==> src/rtl/ysyx_22041071_mem_arbiter_pkg.sv <==
// Shared encodings and bus widths for the instruction/data memory arbiter.
// Widths match those used by the downstream AXI bridge.
package ysyx_22041071_mem_arbiter_pkg;

    localparam int unsigned ADDR_BUS            = 64;
    localparam int unsigned DATA_BUS            = 64;
    localparam int unsigned AXI_LEN_WIDTH       = 8;
    localparam int unsigned AXI_RESP_TYPE_WIDTH = 2;

    typedef enum logic [1:0] {
        IDLE   = 2'd0,
        RD_IF  = 2'd1,
        RD_MEM = 2'd2,
        WR_MEM = 2'd3
    } arb_state_t;

    typedef enum logic {
        OWN_IF  = 1'b0,
        OWN_MEM = 1'b1
    } owner_t;

endpackage

==> src/rtl/ysyx_22041071_mem_arbiter_grant.sv <==
// Grant selection between fetch and data masters.
// YSYX_22041071_ARB_RR_EN selects round-robin; otherwise data always wins.
module ysyx_22041071_arb_grant
    import ysyx_22041071_mem_arbiter_pkg::*;
(
`ifdef YSYX_22041071_ARB_RR_EN
    input  logic clk,
    input  logic reset_n,
`endif
    input  logic arb_en,
    input  logic if_req,
    input  logic mem_req,
    output logic grant_if,
    output logic grant_mem
);

    logic mem_wins;

`ifdef YSYX_22041071_ARB_RR_EN
    owner_t last_grant;

    // On contention the master that did not win last time gets the bus.
    assign mem_wins = mem_req && (!if_req || (last_grant == OWN_IF));

    always_ff @(posedge clk or negedge reset_n) begin
        if (!reset_n) begin
            last_grant <= OWN_IF;
        end else if (grant_if || grant_mem) begin
            last_grant <= grant_mem ? OWN_MEM : OWN_IF;
        end
    end
`else
    assign mem_wins = mem_req;
`endif

    assign grant_mem = arb_en && mem_wins;
    assign grant_if  = arb_en && if_req && !mem_wins;

endmodule

==> src/rtl/ysyx_22041071_mem_arbiter.sv <==
// Two-master arbiter (fetch read-only, data read/write) in front of the AXI bridge.
// Build option: YSYX_22041071_ARB_RR_EN enables round-robin arbitration.
module ysyx_22041071_mem_arbiter
    import ysyx_22041071_mem_arbiter_pkg::*;
#(
    parameter int unsigned ADDR_W = ADDR_BUS,
    parameter int unsigned DATA_W = DATA_BUS,
    parameter int unsigned LEN_W  = AXI_LEN_WIDTH
) (
    input  logic                           clk,
    input  logic                           reset_n,
    input  logic                           if_req_valid,
    input  logic [ADDR_W-1:0]              if_addr,
    input  logic [LEN_W-1:0]               if_len,
    input  logic [1:0]                     if_size,
    output logic                           if_req_ready,
    output logic                           if_r_valid,
    output logic [DATA_W-1:0]              if_r_data,
    output logic [AXI_RESP_TYPE_WIDTH-1:0] if_resp,
    input  logic                           mem_req_valid,
    input  logic                           mem_we,
    input  logic [ADDR_W-1:0]              mem_addr,
    input  logic [LEN_W-1:0]               mem_len,
    input  logic [1:0]                     mem_size,
    input  logic [DATA_W-1:0]              mem_wdata,
    output logic                           mem_req_ready,
    output logic                           mem_r_valid,
    output logic [DATA_W-1:0]              mem_r_data,
    output logic [AXI_RESP_TYPE_WIDTH-1:0] mem_resp,
    output logic                           mem_w_done,
    output logic                           bus_ar_valid,
    output logic                           bus_aw_valid,
    output logic [ADDR_W-1:0]              bus_addr,
    output logic [LEN_W-1:0]               bus_len,
    output logic [1:0]                     bus_size,
    output logic [DATA_W-1:0]              bus_data,
    input  logic                           bus_ar_ready,
    input  logic                           bus_r_valid,
    input  logic [DATA_W-1:0]              bus_r_data,
    input  logic [AXI_RESP_TYPE_WIDTH-1:0] bus_resp,
    input  logic                           bus_aw_ready
);

    arb_state_t       state;
    logic [LEN_W-1:0] beat_cnt;
    logic             grant_if;
    logic             grant_mem;

    ysyx_22041071_arb_grant u_grant (
`ifdef YSYX_22041071_ARB_RR_EN
        .clk       (clk),
        .reset_n   (reset_n),
`endif
        .arb_en    (state == IDLE),
        .if_req    (if_req_valid),
        .mem_req   (mem_req_valid),
        .grant_if  (grant_if),
        .grant_mem (grant_mem)
    );

    assign if_req_ready  = grant_if;
    assign mem_req_ready = grant_mem;

    always_ff @(posedge clk or negedge reset_n) begin
        if (!reset_n) begin
            state        <= IDLE;
            beat_cnt     <= '0;
            bus_ar_valid <= 1'b0;
            bus_aw_valid <= 1'b0;
            bus_addr     <= '0;
            bus_len      <= '0;
            bus_size     <= '0;
            bus_data     <= '0;
        end else begin
            case (state)
                IDLE: begin
                    if (grant_mem) begin
                        bus_addr <= mem_addr;
                        bus_size <= mem_size;
                        beat_cnt <= '0;
                        if (mem_we) begin
                            state        <= WR_MEM;
                            bus_aw_valid <= 1'b1;
                            bus_len      <= '0;
                            bus_data     <= mem_wdata;
                        end else begin
                            state        <= RD_MEM;
                            bus_ar_valid <= 1'b1;
                            bus_len      <= mem_len;
                            bus_data     <= '0;
                        end
                    end else if (grant_if) begin
                        state        <= RD_IF;
                        bus_ar_valid <= 1'b1;
                        bus_addr     <= if_addr;
                        bus_len      <= if_len;
                        bus_size     <= if_size;
                        bus_data     <= '0;
                        beat_cnt     <= '0;
                    end
                end
                RD_IF, RD_MEM: begin
                    if (bus_ar_valid && bus_ar_ready) begin
                        bus_ar_valid <= 1'b0;
                    end
                    // Beats may precede the address handshake; they still count.
                    if (bus_r_valid) begin
                        beat_cnt <= beat_cnt + LEN_W'(1);
                        if (beat_cnt == bus_len) begin
                            state        <= IDLE;
                            bus_ar_valid <= 1'b0;
                        end
                    end
                end
                WR_MEM: begin
                    if (bus_aw_ready) begin
                        bus_aw_valid <= 1'b0;
                        state        <= IDLE;
                    end
                end
                default: state <= IDLE;
            endcase
        end
    end

    assign if_r_valid  = (state == RD_IF) && bus_r_valid;
    assign if_r_data   = if_r_valid ? bus_r_data : '0;
    assign if_resp     = if_r_valid ? bus_resp : '0;

    assign mem_r_valid = (state == RD_MEM) && bus_r_valid;
    assign mem_r_data  = mem_r_valid ? bus_r_data : '0;
    assign mem_w_done  = (state == WR_MEM) && bus_aw_ready;
    assign mem_resp    = (mem_r_valid || mem_w_done) ? bus_resp : '0;

endmodule

==> config.mk <==
export PLATFORM = sky130hd
export DESIGN_NAME = ysyx_22041071_mem_arbiter
export DESIGN_NICKNAME = d
export VERILOG_FILES = /design/src/rtl/ysyx_22041071_mem_arbiter_pkg.sv /design/src/rtl/ysyx_22041071_mem_arbiter_grant.sv /design/src/rtl/ysyx_22041071_mem_arbiter.sv
export SDC_FILE = /design/constraint.sdc
export NUM_CORES = 1
export LEC_CHECK = 0
export ABC_AREA = 1
export BUFFER_PORTS_ARGS = -buffer_cell sky130_fd_sc_hd__buf_2
export CORE_AREA = 2 2 219 221
export DETAILED_ROUTE_END_ITERATION = 8
export DIE_AREA = 0 0 221 223
export GPL_ROUTABILITY_DRIVEN = 0
export RECOVER_POWER = 25
export SLEW_MARGIN = 10
export SYNTH_ARGS = -nofsm -noshare
export SYNTH_HDL_FRONTEND = slang
export SYNTH_SLANG_ARGS = --single-unit
==> constraint.sdc <==
create_clock -name clk -period 1.9 [get_ports clk]
set_clock_uncertainty 0.05 [all_clocks]
set_input_delay 0.19 -clock clk [delete_from_list [all_inputs] [get_ports clk]]
set_output_delay 0.19 -clock clk [all_outputs]
set_load 0.01 [all_outputs]
==> impl_results.html, run 1 <==
<table>
<tr><th>Metric</th><th>Value</th></tr>
<tr><th colspan="2">Worst setup path</th></tr>
<tr><td>Critical Path End Type</td><td>register</td></tr>
<tr><td>Data required time of the worst path</td><td>2180 ps</td></tr>
<tr><td>Critical path class</td><td>reg2reg</td></tr>
<tr><td>WP data arrival</td><td>2350 ps</td></tr>
<tr><td>Startpoint class of the critical path</td><td>register</td></tr>
<tr><td>Highest net fanout along the worst path</td><td>27</td></tr>
<tr><th colspan="2">Detailed routing</th></tr>
<tr><td>Violation count after the first detailed-route iteration</td><td>589</td></tr>
<tr><td>Antenna violation net count after detailed routing</td><td>0</td></tr>
<tr><td>Routed via count divided by cell count</td><td>4.29</td></tr>
<tr><td>Wire length reported by the detailed router</td><td>41.6 mm</td></tr>
<tr><td>Number of vias in the routed layout</td><td>9,948</td></tr>
<tr><td>First-pass iteration count of the detailed router</td><td>5</td></tr>
<tr><td>Routed length per instance</td><td>18.0 um</td></tr>
<tr><td>Remaining routing DRC violations</td><td>0</td></tr>
<tr><th colspan="2">Place</th></tr>
<tr><td>Post-detailed-placement half-perimeter wirelength</td><td>25.2 mm</td></tr>
<tr><td>Count of buffers from port buffering</td><td>562</td></tr>
<tr><td>Cell Count Post-Placement</td><td>2,031</td></tr>
<tr><th colspan="2">Synth</th></tr>
<tr><td>Synthesized area</td><td>7220 sq um</td></tr>
<tr><td>Synthesized netlist cell count</td><td>887</td></tr>
<tr><td>Mean post-synth cell area</td><td>8.14 sq um</td></tr>
<tr><td>Netlist cell types</td><td>23</td></tr>
<tr><td>Yosys Warn Count</td><td>0</td></tr>
<tr><td>Nets in the synthesized netlist</td><td>1,178</td></tr>
<tr><td>Proportion of synthesized chip area in sequential cells</td><td>52.0%</td></tr>
<tr><td>FF+latch count, synth</td><td>150</td></tr>
<tr><th colspan="2">Timing</th></tr>
<tr><td>Min cycle time layout</td><td>2060 ps</td></tr>
<tr><td>Setup_tns</td><td>-19,660 ps</td></tr>
<tr><td>Fin. Hold Viols</td><td>0</td></tr>
<tr><td>Hold slack final</td><td>94.7 ps</td></tr>
<tr><td>Achievable clock frequency</td><td>0.485 GHz</td></tr>
<tr><td>Worst Max-Slew Pin Slew</td><td>1030 ps</td></tr>
<tr><td>Number of setup violations in the final report</td><td>267</td></tr>
<tr><td>Ratio of final minimum period to clock period</td><td>109%</td></tr>
<tr><td>Slew margin rel.</td><td>31.1%</td></tr>
<tr><td>Setup ws final</td><td>-163 ps</td></tr>
<tr><td>Unrepaired setup endpoints after global routing</td><td>true</td></tr>
<tr><td>Count of pins over their slew limit</td><td>0</td></tr>
<tr><th colspan="2">CTS</th></tr>
<tr><td>CTS Buf Count</td><td>17</td></tr>
<tr><td># clock sinks</td><td>150</td></tr>
<tr><td>Root buf cell</td><td>sky130_fd_sc_hd__clkbuf_16</td></tr>
<tr><td>Maximum root-to-sink buffer count</td><td>2</td></tr>
<tr><td>CTS tree</td><td>done</td></tr>
<tr><td>Latest clock arrival within the worst-skew pair</td><td>460 ps</td></tr>
<tr><td>CTS clock-pin slew for the worst setup and hold paths</td><td>70 ps</td></tr>
<tr><td>CTS H-Tree Depth</td><td>4</td></tr>
<tr><th colspan="2">Global routing</th></tr>
<tr><td>Overall overflow remaining after global route</td><td>0</td></tr>
<tr><td>Largest net degree at the start of global routing</td><td>66</td></tr>
<tr><td>Number of global-route vias before repair</td><td>10,083</td></tr>
<tr><td>Overall Global Routing Usage</td><td>15.0%</td></tr>
<tr><td>Antenna violations before repair</td><td>4</td></tr>
<tr><td>Global-route wire length before repair</td><td>56.8 mm</td></tr>
<tr><th colspan="2">Finish</th></tr>
<tr><td>Most frequent cells in the layout</td><td>sky130_fd_sc_hd__buf_2 (531), sky130_fd_sc_hd__dlygate4sd3_1 (213), sky130_fd_sc_hd__nor2_1 (154)</td></tr>
<tr><td>Leading cell type in the layout, fill and taps excluded</td><td>sky130_fd_sc_hd__buf_2</td></tr>
<tr><td>Filler-free cell count of the finished design</td><td>2,318</td></tr>
<tr><td>Share of cells above drive strength 1</td><td>44.3%</td></tr>
<tr><td>Total Nets Final</td><td>1,978</td></tr>
<tr><td>Area growth from synthesis to final layout</td><td>108%</td></tr>
<tr><th colspan="2">Job</th></tr>
<tr><td>Max capacitance violation total</td><td>0</td></tr>
<tr><th colspan="2">Power</th></tr>
<tr><td>Power density over cell area</td><td>1260 nW/um^2</td></tr>
<tr><td>Largest voltage drop on the vdd net</td><td>0.654 mV</td></tr>
<tr><td>Static Leak</td><td>0.00774 uW</td></tr>
<tr><th colspan="2">Floorplanning</th></tr>
<tr><td>Overall die height</td><td>223 um</td></tr>
<tr><td>Core Region</td><td>47,100 sq um</td></tr>
<tr><td>Row count</td><td>80</td></tr>
<tr><td>Chip Width</td><td>221 um</td></tr>
<tr><td>Die Outline Area</td><td>49,300 sq um</td></tr>
<tr><td>Initial core utilization</td><td>15.3%</td></tr>
<tr><td>I/O pin count</td><td>563</td></tr>
<tr><th colspan="2">Outcome</th></tr>
<tr><td>Result of the run</td><td>finished, violations left</td></tr>
<tr><td>Failing checks</td><td>setup timing</td></tr>
<tr><th colspan="2">Min path</th></tr>
<tr><td>Type of the most critical hold path</td><td>in2reg</td></tr>
</table>
metal layers:
metal  GRT usage [%]  vias up  share of wire (%)
li1                -     4471                  -
met5               0        -                  0
met2            27.1      624                 52
met3            4.03      111                7.2
met1            15.3     4742                 36
met4            9.76        0                5.2
cells by family after synthesis:
| group | synth area share (%) |
|---|---|
| XOR/XNOR | 0.243 |
| flip-flops | 52.0 |
| adder cells (fa/ha/maj) | 0.866 |
| buffers and inverters | 9.13 |
| AND/OR/NAND/NOR | 18.3 |
| AO/OA/AOI/OAI | 19.5 |
final timing paths:
path	cells after the start	slack [ps]	endpoint	from
min	3	90	bus_addr[0]	mem_addr[0]
min reg2reg	1	440	bus_data[30]	bus_data[30]
max reg2reg	10	-160	bus_addr[61]	state[0]
min in group asynchronous	2	420	bus_data[61]	reset_n
max	10	-160	bus_addr[61]	state[0]
max in group asynchronous	3	380	bus_aw_valid	reset_n
state kept, by name, summed over array words and instances, names as in the netlist:
signal / flops
bus_size: 2
bus_aw_valid: 1
bus_len: 8
bus_ar_valid: 1
state: 2
bus_data: 64
bus_addr: 64
beat_cnt: 8
what timing repair did:
action | in CTS | in global routing
endpoints found under the setup margin | 135 | 151
pin swaps | 7 | 13
resized for setup | 92 | 111
cloned | 10 | 11
buffers inserted | 7 | 12
hold buffers | 213 | 0
hold endpoints to repair | 268 | 0
stage by stage:
stage / setup WS, ps / util (%) / power (uW) / area [sq um]
floorplan: 257 / - / 9450 / 7220
global placement: 97.6 / 23.0 / 12800 / 10900
detailed placement: 36.6 / 23.0 / 13000 / 10900
CTS: -167 / 30.1 / 17500 / 14200
global route: -210 / 31.8 / 20000 / 15000
finish: -163 / 31.8 / 18900 / 15000
area by class of cell:
| cell class | instances | area, sq um |
|---|---|---|
| antenna | 4 | 10.0 |
| clock buffer | 19 | 443 |
| clock inverter | 12 | 95.1 |
| fill | 4797 | 32200 |
| inverter | 98 | 400 |
| multi-input combinational | 580 | 3330 |
| sequential | 150 | 3750 |
| tap | 615 | 769 |
| timing repair buffer | 839 | 6180 |
| timing repair inverter | 1 | 8.76 |
synth_stat cells:
cell type / n / area [sq um]
sky130_fd_sc_hd__buf_1: 8 / 30.0
sky130_fd_sc_hd__nor2_2: 1 / 6.26
sky130_fd_sc_hd__o21ai_0: 9 / 45.0
sky130_fd_sc_hd__nand2_1: 114 / 428
sky130_fd_sc_hd__buf_4: 10 / 75.1
sky130_fd_sc_hd__a21oi_1: 137 / 686
sky130_fd_sc_hd__a21boi_0: 1 / 7.51
sky130_fd_sc_hd__o21ai_1: 9 / 45.0
sky130_fd_sc_hd__inv_1: 95 / 357
sky130_fd_sc_hd__nor3_1: 5 / 25.0
sky130_fd_sc_hd__inv_2: 3 / 11.3
sky130_fd_sc_hd__a22oi_1: 9 / 67.6
sky130_fd_sc_hd__nor2_1: 210 / 788
sky130_fd_sc_hd__clkbuf_1: 19 / 71.3
sky130_fd_sc_hd__dfrtp_1: 150 / 3750
sky130_fd_sc_hd__ha_1: 5 / 62.6
sky130_fd_sc_hd__buf_2: 23 / 115
sky130_fd_sc_hd__a22o_1: 64 / 561
sky130_fd_sc_hd__nor3b_1: 1 / 7.51
sky130_fd_sc_hd__nor4_1: 2 / 12.5
sky130_fd_sc_hd__xor2_1: 2 / 17.5
sky130_fd_sc_hd__nand4_1: 2 / 12.5
sky130_fd_sc_hd__nand3_1: 8 / 40.0
critical path, cell delays in order, from the launching register on:
cell and delay, ps:
sky130_fd_sc_hd__dfrtp_1 390, sky130_fd_sc_hd__buf_6 130, sky130_fd_sc_hd__inv_6 50, sky130_fd_sc_hd__buf_6 100, sky130_fd_sc_hd__ha_4 180, sky130_fd_sc_hd__inv_4 50, sky130_fd_sc_hd__nor2_4 280, sky130_fd_sc_hd__clkinv_8 190
sky130_fd_sc_hd__buf_12 200, sky130_fd_sc_hd__a21oi_1 180, sky130_fd_sc_hd__a21oi_1 90
where the power goes:
| group | switching [uW] | internal, uW |
|---|---|---|
| clock network | 1530 | 1710 |
| logic | 5730 | 4430 |
| registers | 959 | 4550 |
| total | 8220 | 10700 |
(Power assumes the default switching activity.)
==> inputs of run 2 (changes only) <==
--- a/config.mk
+++ b/config.mk
@@ -6,11 +6,12 @@
 export NUM_CORES = 1
 export LEC_CHECK = 0
 export ABC_AREA = 1
-export BUFFER_PORTS_ARGS = -buffer_cell sky130_fd_sc_hd__buf_2
-export CORE_AREA = 2 2 219 221
+export CORE_AREA = 2 2 221 223
 export DETAILED_ROUTE_END_ITERATION = 8
-export DIE_AREA = 0 0 221 223
+export DIE_AREA = 0 0 223 225
+export DONT_BUFFER_PORTS = 1
 export GPL_ROUTABILITY_DRIVEN = 0
+export GPL_TIMING_DRIVEN = 0
 export RECOVER_POWER = 25
 export SLEW_MARGIN = 10
 export SYNTH_ARGS = -nofsm -noshare
==> impl_results.html, run 2 (synthesis gave the netlist of run 1 again) <==
<table>
<tr><th>Metric</th><th>Value</th></tr>
<tr><th colspan="2">Timing</th></tr>
<tr><td>Unrepaired setup endpoints after global routing</td><td>true</td></tr>
<tr><td>Worst Max-Slew Pin Slew</td><td>470 ps (-563 ps)</td></tr>
<tr><td>Setup_tns</td><td>-2870 ps (+16,790 ps)</td></tr>
<tr><td>Min cycle time layout</td><td>1990 ps (-71.6 ps)</td></tr>
<tr><td>Hold slack final</td><td>-647 ps (-742 ps)</td></tr>
<tr><td>Achievable clock frequency</td><td>0.502 GHz (+3.6%)</td></tr>
<tr><td>Number of setup violations in the final report</td><td>70 (-74%)</td></tr>
<tr><td>Fin. Hold Viols</td><td>150 (+150)</td></tr>
<tr><td>Ratio of final minimum period to clock period</td><td>105% (-3.8 points)</td></tr>
<tr><td>Count of pins over their slew limit</td><td>0 (unchanged)</td></tr>
<tr><td>Setup ws final</td><td>-91.3 ps (+71.6 ps)</td></tr>
<tr><td>Slew margin rel.</td><td>68.7% (+38 points)</td></tr>
<tr><th colspan="2">Worst setup path</th></tr>
<tr><td>Kind of cell adding the most delay to the critical path</td><td>buffers and inverters</td></tr>
<tr><td>Startpoint class of the critical path</td><td>register</td></tr>
<tr><td>WP data arrival</td><td>1750 ps (-600 ps)</td></tr>
<tr><td>Data required time of the worst path</td><td>1660 ps (-520 ps)</td></tr>
<tr><td>Highest net fanout along the worst path</td><td>7 (-74%)</td></tr>
<tr><td>Ordered list of cells on the worst path</td><td>inv_2 -&gt; ha_4 -&gt; nand2_4 -&gt; clkbuf_16 -&gt; buf_12 -&gt; nor2_4</td></tr>
<tr><td>Critical path class</td><td>reg2out</td></tr>
<tr><td>Buf/Inv on CP</td><td>3 (-3)</td></tr>
<tr><td>Cell with the largest stage delay on the worst path</td><td>sky130_fd_sc_hd__dfrtp_1</td></tr>
<tr><td>Critical Path End Type</td><td>output port</td></tr>
<tr><td>Longest individual stage delay on the worst path</td><td>410 ps (+20 ps)</td></tr>
<tr><th colspan="2">Detailed routing</th></tr>
<tr><td>Remaining routing DRC violations</td><td>0 (unchanged)</td></tr>
<tr><td>Number of vias in the routed layout</td><td>7,978 (-20%)</td></tr>
<tr><td>Violation count after the first detailed-route iteration</td><td>570 (-3.2%)</td></tr>
<tr><td>First-pass iteration count of the detailed router</td><td>6 (+1)</td></tr>
<tr><td>Routed length per instance</td><td>22.9 um (+27%)</td></tr>
<tr><td>Routed via count divided by cell count</td><td>4.50 (+5.0%)</td></tr>
<tr><td>Wire length reported by the detailed router</td><td>40.5 mm (-2.7%)</td></tr>
<tr><td>Antenna violation net count after detailed routing</td><td>0 (unchanged)</td></tr>
<tr><th colspan="2">Power</th></tr>
<tr><td>Cell Int Power</td><td>9930 uW (-7.2%)</td></tr>
<tr><td>Static Leak</td><td>0.00535 uW (-31%)</td></tr>
<tr><td>Switching portion of total power</td><td>45.4% (+1.9 points)</td></tr>
<tr><td>Sequential cell fraction of total power</td><td>36.4% (+7.3 points)</td></tr>
<tr><td>Largest voltage drop on the vdd net</td><td>1.03 mV (+57%)</td></tr>
<tr><td>Psw</td><td>8260 uW (+0.41%)</td></tr>
<tr><td>Power density over cell area</td><td>1430 nW/um^2 (+13%)</td></tr>
<tr><td>Gate power share</td><td>43.5% (-10 points)</td></tr>
<tr><td>Part of the power in the clock network</td><td>20.1% (+3.0 points)</td></tr>
<tr><th colspan="2">Finish</th></tr>
<tr><td>Layout filler cell count</td><td>4,808 (+0.23%)</td></tr>
<tr><td>Total Nets Final</td><td>1,432 (-28%)</td></tr>
<tr><td>Register cell area after layout</td><td>3750 sq um (unchanged)</td></tr>
<tr><td>Total area of multi-input combinational cells</td><td>3960 sq um (+19%)</td></tr>
<tr><td>Share of cells above drive strength 1</td><td>27.5% (-17 points)</td></tr>
<tr><td>Most frequent cells in the layout</td><td>sky130_fd_sc_hd__dlygate4sd3_1 (215), sky130_fd_sc_hd__dfrtp_1 (150), sky130_fd_sc_hd__nand2_1 (108)</td></tr>
<tr><td>Largest registers ranked by flip-flop count</td><td>bus_addr x64, bus_data x64</td></tr>
<tr><td>Area growth from synthesis to final layout</td><td>76.3%</td></tr>
<tr><td>Leading cell type in the layout, fill and taps excluded</td><td>sky130_fd_sc_hd__dlygate4sd3_1</td></tr>
<tr><th colspan="2">Global routing</th></tr>
<tr><td>Number of global-route vias before repair</td><td>8,142 (-19%)</td></tr>
<tr><td>Global-route wire length before repair</td><td>54.6 mm (-3.9%)</td></tr>
<tr><td>Most Used Layer, Global Route</td><td>met2</td></tr>
<tr><td>Antenna violations before repair</td><td>1 (-3)</td></tr>
<tr><td>Global-route met2 utilization</td><td>26.8% (-0.31 points)</td></tr>
<tr><td>Overall Global Routing Usage</td><td>15.1% (+0.080 points)</td></tr>
<tr><td>Largest net degree at the start of global routing</td><td>151 (+130%)</td></tr>
<tr><td>Met3 global-route usage</td><td>4.52% (+0.49 points)</td></tr>
<tr><td>Overall overflow remaining after global route</td><td>0 (unchanged)</td></tr>
<tr><td>GR Util met1</td><td>15.3% (+0.045 points)</td></tr>
<tr><th colspan="2">Floorplanning</th></tr>
<tr><td>Initial core utilization</td><td>15.2% (-0.13 points)</td></tr>
<tr><td>Overall die height</td><td>225 um (+0.90%)</td></tr>
<tr><td>Chip Width</td><td>223 um (+0.90%)</td></tr>
<tr><td>Die Outline Area</td><td>50,200 sq um (+1.8%)</td></tr>
<tr><td>I/O pin count</td><td>563 (unchanged)</td></tr>
<tr><td>Core Region</td><td>47,500 sq um (+0.85%)</td></tr>
<tr><td>Row count</td><td>80 (unchanged)</td></tr>
<tr><th colspan="2">CTS</th></tr>
<tr><td>CTS H-Tree Depth</td><td>4 (unchanged)</td></tr>
<tr><td>CTS tree</td><td>done</td></tr>
<tr><td>Total of hold buffers inserted after clock tree synthesis</td><td>215 (+0.94%)</td></tr>
<tr><td>Maximum root-to-sink buffer count</td><td>2 (unchanged)</td></tr>
<tr><td>Root buf cell</td><td>sky130_fd_sc_hd__clkbuf_16</td></tr>
<tr><td>CTS clock-pin slew for the worst setup and hold paths</td><td>70 ps (about the same)</td></tr>
<tr><td>Latest clock arrival within the worst-skew pair</td><td>470 ps (about the same)</td></tr>
<tr><td># clock sinks</td><td>150 (unchanged)</td></tr>
<tr><td>CTS Buf Count</td><td>17 (unchanged)</td></tr>
<tr><th colspan="2">Job</th></tr>
<tr><td>Max capacitance violation total</td><td>0 (unchanged)</td></tr>
<tr><th colspan="2">Place</th></tr>
<tr><td>Post-detailed-placement half-perimeter wirelength</td><td>26.9 mm (+6.8%)</td></tr>
<tr><td>Count of buffers from port buffering</td><td>0 (-100%)</td></tr>
<tr><th colspan="2">Outcome</th></tr>
<tr><td>Result of the run</td><td>finished, violations left</td></tr>
<tr><td>Failing checks</td><td>hold timing, setup timing</td></tr>
<tr><th colspan="2">Min path</th></tr>
<tr><td>Type of the most critical hold path</td><td>in2async</td></tr>
</table>
-- run 2: layer usage --
metal	vias to the layer above	routed length, um	share of wire, %
met3	122	3150	7.8
met1	3922	14200	35
met2	547	20700	51
li1	3387	-	-
met4	0	2430	6.0
met5	-	0	0
-- run 2: layout make-up --
cell class              instances  share of cell area [%]
repair buffers                238                    19.7
clock buffers                  19                    3.56
well taps                     615                    6.04
plain buffers                  57                    5.75
clock inverters                13                    1.28
inverters                      98                    3.07
multi-input cells             579                    31.1
flip-flops and latches        150                    29.5
diodes                          2                  0.0393
-- run 2: path summary, 6_finish.rpt --
check | startpoint | end | slack [ps] | depth (start not counted)
worst min-delay path | reset_n | bus_data[61] | -650 | 0
max in group asynchronous | reset_n | bus_addr[62] | 2090 | 0
worst max-delay path | state[1] | if_r_data[44] | -90 | 6
min in group clk | mem_req_valid | bus_aw_valid | 110 | 4
worst max register to register | state[0] | bus_addr[33] | -90 | 11
worst min register to register | bus_data[49] | bus_data[49] | 520 | 1
-- run 2: power groups by stage --
stage | clock (uW) | combinational [uW] | sequential, uW
CTS | 3730 | 6660 | 6570
global route | 3860 | 8510 | 6740
detailed placement | 0 | 4930 | 6570
floorplan | 0 | 3510 | 5940
global placement | 0 | 4760 | 6600
finish | 3650 | 7920 | 6620
-- run 2: repair_timing --
item | CTS | global route
pin swaps | 10 | 16
cloned | 5 | 4
hold endpoints to repair | 292 | 150
resized for setup | 315 | 177
endpoints found under the setup margin | 283 | 259
buffers inserted | 11 | 4
-- run 2: through the flow --
step / instance area, sq um / worst slack [ps] / power [uW] / instances / util [%]
2_1_floorplan: 7220 / 257 / 9450 / 887 / -
3_3_place_gp: 7990 / -659 / 11400 / 1502 / 16.8
3_5_place_dp: 7990 / -707 / 11500 / 1502 / 16.8
4_1_cts: 12100 / -120 / 17000 / 1764 / 25.4
5_1_grt: 12700 / -141 / 19100 / 1770 / 26.8
6_report: 12700 / -91.3 / 18200 / 1771 / 26.8
==> inputs of run 3 (changes only) <==
--- a/config.mk
+++ b/config.mk
@@ -6,12 +6,15 @@
 export NUM_CORES = 1
 export LEC_CHECK = 0
 export ABC_AREA = 1
+export ABC_CLOCK_PERIOD_IN_PS = 1900
 export CORE_AREA = 2 2 221 223
+export CTS_BUF_LIST = sky130_fd_sc_hd__clkbuf_8
 export DETAILED_ROUTE_END_ITERATION = 8
 export DIE_AREA = 0 0 223 225
 export DONT_BUFFER_PORTS = 1
 export GPL_ROUTABILITY_DRIVEN = 0
 export GPL_TIMING_DRIVEN = 0
+export MAX_ROUTING_LAYER = met4
 export RECOVER_POWER = 25
 export SLEW_MARGIN = 10
 export SYNTH_ARGS = -nofsm -noshare
==> impl_results.html, run 3 (synthesis gave the netlist of run 1 again) <==
<table>
<tr><th>Metric</th><th>Value</th></tr>
<tr><th colspan="2">Detailed routing</th></tr>
<tr><td>Remaining routing DRC violations</td><td>0 (unchanged)</td></tr>
<tr><td>Violation count after the first detailed-route iteration</td><td>568 (-0.35%)</td></tr>
<tr><td>Wire length reported by the detailed router</td><td>44.1 mm (+9.0%)</td></tr>
<tr><td>Number of vias in the routed layout</td><td>8,265 (+3.6%)</td></tr>
<tr><td>Antenna violation net count after detailed routing</td><td>0 (unchanged)</td></tr>
<tr><td>Routed length per instance</td><td>24.4 um (+6.6%)</td></tr>
<tr><td>Routed via count divided by cell count</td><td>4.57 (+1.4%)</td></tr>
<tr><td>First-pass iteration count of the detailed router</td><td>7 (+1)</td></tr>
<tr><th colspan="2">Finish</th></tr>
<tr><td>Total Nets Final</td><td>1,470 (+2.7%)</td></tr>
<tr><td>Share of cells above drive strength 1</td><td>36.1% (+8.6 points)</td></tr>
<tr><td>Post-layout util</td><td>29.6% (+2.8 points)</td></tr>
<tr><td>Most frequent cells in the layout</td><td>sky130_fd_sc_hd__dlygate4sd3_1 (216), sky130_fd_sc_hd__dfrtp_1 (150), sky130_fd_sc_hd__nor2_4 (144)</td></tr>
<tr><td>Leading cell type in the layout, fill and taps excluded</td><td>sky130_fd_sc_hd__dlygate4sd3_1</td></tr>
<tr><td>Area growth from synthesis to final layout</td><td>94.5%</td></tr>
<tr><td>Largest registers ranked by flip-flop count</td><td>bus_addr x64, bus_data x64</td></tr>
<tr><th colspan="2">Worst setup path</th></tr>
<tr><td>WP data arrival</td><td>1840 ps (+90 ps)</td></tr>
<tr><td>Critical path class</td><td>reg2out</td></tr>
<tr><td>Critical Path End Type</td><td>output port</td></tr>
<tr><td>Data required time of the worst path</td><td>1660 ps (about the same)</td></tr>
<tr><td>Startpoint class of the critical path</td><td>register</td></tr>
<tr><td>Highest net fanout along the worst path</td><td>8 (+1)</td></tr>
<tr><th colspan="2">CTS</th></tr>
<tr><td>Root buf cell</td><td>sky130_fd_sc_hd__clkbuf_8</td></tr>
<tr><td>CTS H-Tree Depth</td><td>4 (unchanged)</td></tr>
<tr><td>CTS clock-pin slew for the worst setup and hold paths</td><td>100 ps (+30 ps)</td></tr>
<tr><td>CTS tree</td><td>done</td></tr>
<tr><td>Total of hold buffers inserted after clock tree synthesis</td><td>216 (+0.47%)</td></tr>
<tr><td>Maximum root-to-sink buffer count</td><td>2 (unchanged)</td></tr>
<tr><td># clock sinks</td><td>150 (unchanged)</td></tr>
<tr><td>CTS Buf Count</td><td>17 (unchanged)</td></tr>
<tr><td>Latest clock arrival within the worst-skew pair</td><td>550 ps (+80 ps)</td></tr>
<tr><th colspan="2">Timing</th></tr>
<tr><td>Hold slack final</td><td>-733 ps (-85.7 ps)</td></tr>
<tr><td>Number of setup violations in the final report</td><td>166 (+140%)</td></tr>
<tr><td>Count of pins over their slew limit</td><td>0 (unchanged)</td></tr>
<tr><td>Ratio of final minimum period to clock period</td><td>110% (+4.8 points)</td></tr>
<tr><td>Slew margin rel.</td><td>68.6% (about the same)</td></tr>
<tr><td>Unrepaired setup endpoints after global routing</td><td>true</td></tr>
<tr><td>Fin. Hold Viols</td><td>150 (unchanged)</td></tr>
<tr><td>Setup ws final</td><td>-183 ps (-91.9 ps)</td></tr>
<tr><td>Min cycle time layout</td><td>2080 ps (+91.9 ps)</td></tr>
<tr><td>Achievable clock frequency</td><td>0.480 GHz (-4.4%)</td></tr>
<tr><td>Worst Max-Slew Pin Slew</td><td>470 ps (+0.335 ps)</td></tr>
<tr><th colspan="2">Floorplanning</th></tr>
<tr><td>I/O pin count</td><td>563 (unchanged)</td></tr>
<tr><td>Overall die height</td><td>225 um (unchanged)</td></tr>
<tr><td>Core Region</td><td>47,500 sq um (unchanged)</td></tr>
<tr><td>Initial core utilization</td><td>15.2% (unchanged)</td></tr>
<tr><td>Die Outline Area</td><td>50,200 sq um (unchanged)</td></tr>
<tr><td>Row count</td><td>80 (unchanged)</td></tr>
<tr><td>Chip Width</td><td>223 um (unchanged)</td></tr>
<tr><th colspan="2">Place</th></tr>
<tr><td>Worst setup slack before clock tree synthesis</td><td>-707 ps (unchanged)</td></tr>
<tr><td>Post-detailed-placement half-perimeter wirelength</td><td>26.9 mm (unchanged)</td></tr>
<tr><td>Count of buffers from port buffering</td><td>0 (unchanged)</td></tr>
<tr><th colspan="2">Power</th></tr>
<tr><td>Power density over cell area</td><td>1430 nW/um^2 (+0.41%)</td></tr>
<tr><td>Static Leak</td><td>0.00574 uW (+7.4%)</td></tr>
<tr><td>Largest voltage drop on the vdd net</td><td>1.19 mV (+16%)</td></tr>
<tr><th colspan="2">Outcome</th></tr>
<tr><td>Failing checks</td><td>hold timing, setup timing</td></tr>
<tr><td>Result of the run</td><td>finished, violations left</td></tr>
<tr><th colspan="2">Global routing</th></tr>
<tr><td>Overall overflow remaining after global route</td><td>0 (unchanged)</td></tr>
<tr><td>Overall Global Routing Usage</td><td>15.6% (+0.50 points)</td></tr>
<tr><td>Number of global-route vias before repair</td><td>8,144 (+0.025%)</td></tr>
<tr><td>Global-route wire length before repair</td><td>54.9 mm (+0.60%)</td></tr>
<tr><td>Largest net degree at the start of global routing</td><td>151 (unchanged)</td></tr>
<tr><td>Antenna violations before repair</td><td>5 (+4)</td></tr>
<tr><th colspan="2">Job</th></tr>
<tr><td>Max capacitance violation total</td><td>0 (unchanged)</td></tr>
<tr><th colspan="2">Min path</th></tr>
<tr><td>Type of the most critical hold path</td><td>in2async</td></tr>
</table>
## run 3: cell type report
cell class,count,area (sq um)
buffer,59,873
timing repair buffer,274,3210
multi-input combinational,579,4610
fill,4641,33500
sequential,150,3750
tap,615,769
clock buffer,19,262
clock inverter,13,163
antenna,3,7.51
inverter,98,407
## run 3: worst paths after layout
check / start / to / slack (ps) / cells past startpoint
max: state[1] / if_r_data[37] / -180 / 6
min: reset_n / bus_data[61] / -730 / 0
max reg2reg: state[1] / bus_addr[26] / -100 / 11
min reg2reg: bus_data[49] / bus_data[49] / 530 / 1
max in group asynchronous: reset_n / bus_addr[62] / 2130 / 0
min in group clk: bus_r_valid / beat_cnt[6] / 100 / 6
## run 3: power breakdown
group	internal [uW]	total [uW]	switching [uW]
Combinational	4990	10600	5590
Clock	1280	2790	1520
Sequential	4530	6770	2240
Total	10800	20100	9350
## run 3: timing repair
action	in CTS	in global routing
cloned	6	24
resized for setup	363	327
endpoints found under the hold margin	292	150
setup endpoints to repair	284	269
pin swaps	14	27
buffers inserted	12	18
## run 3: metal layers
metal	global-route usage, %	routed length [um]	up-vias	part of all wire (%)
li1	-	-	3473	-
met1	15.4	15300	4020	35
met2	26.7	22600	617	51
met3	4.47	3440	155	7.8
met4	10.6	2780	0	6.3
met5	-	0	-	0
## run 3: worst max-delay path: stages (launching register included)
cell and delay (ps):
sky130_fd_sc_hd__dfrtp_1 420, sky130_fd_sc_hd__inv_2 110, sky130_fd_sc_hd__ha_4 170, sky130_fd_sc_hd__nand2_8 70, sky130_fd_sc_hd__clkbuf_16 180, sky130_fd_sc_hd__clkbuf_16 180
sky130_fd_sc_hd__nor2_4 140
## run 3: stage by stage
stage | cell area (sq um) | total power, uW | cells | hold slack (ps) | setup TNS, ps
after floorplan | 7220 | 9450 | 887 | -156 | 0
after global placement | 7990 | 11400 | 1502 | -153 | -64890
after detailed placement | 7990 | 11500 | 1502 | -154 | -76290
after CTS | 12100 | 16300 | 1768 | -801 | -17500
after global routing | 14100 | 21100 | 1810 | -788 | -28950
final | 14100 | 20100 | 1810 | -733 | -12710
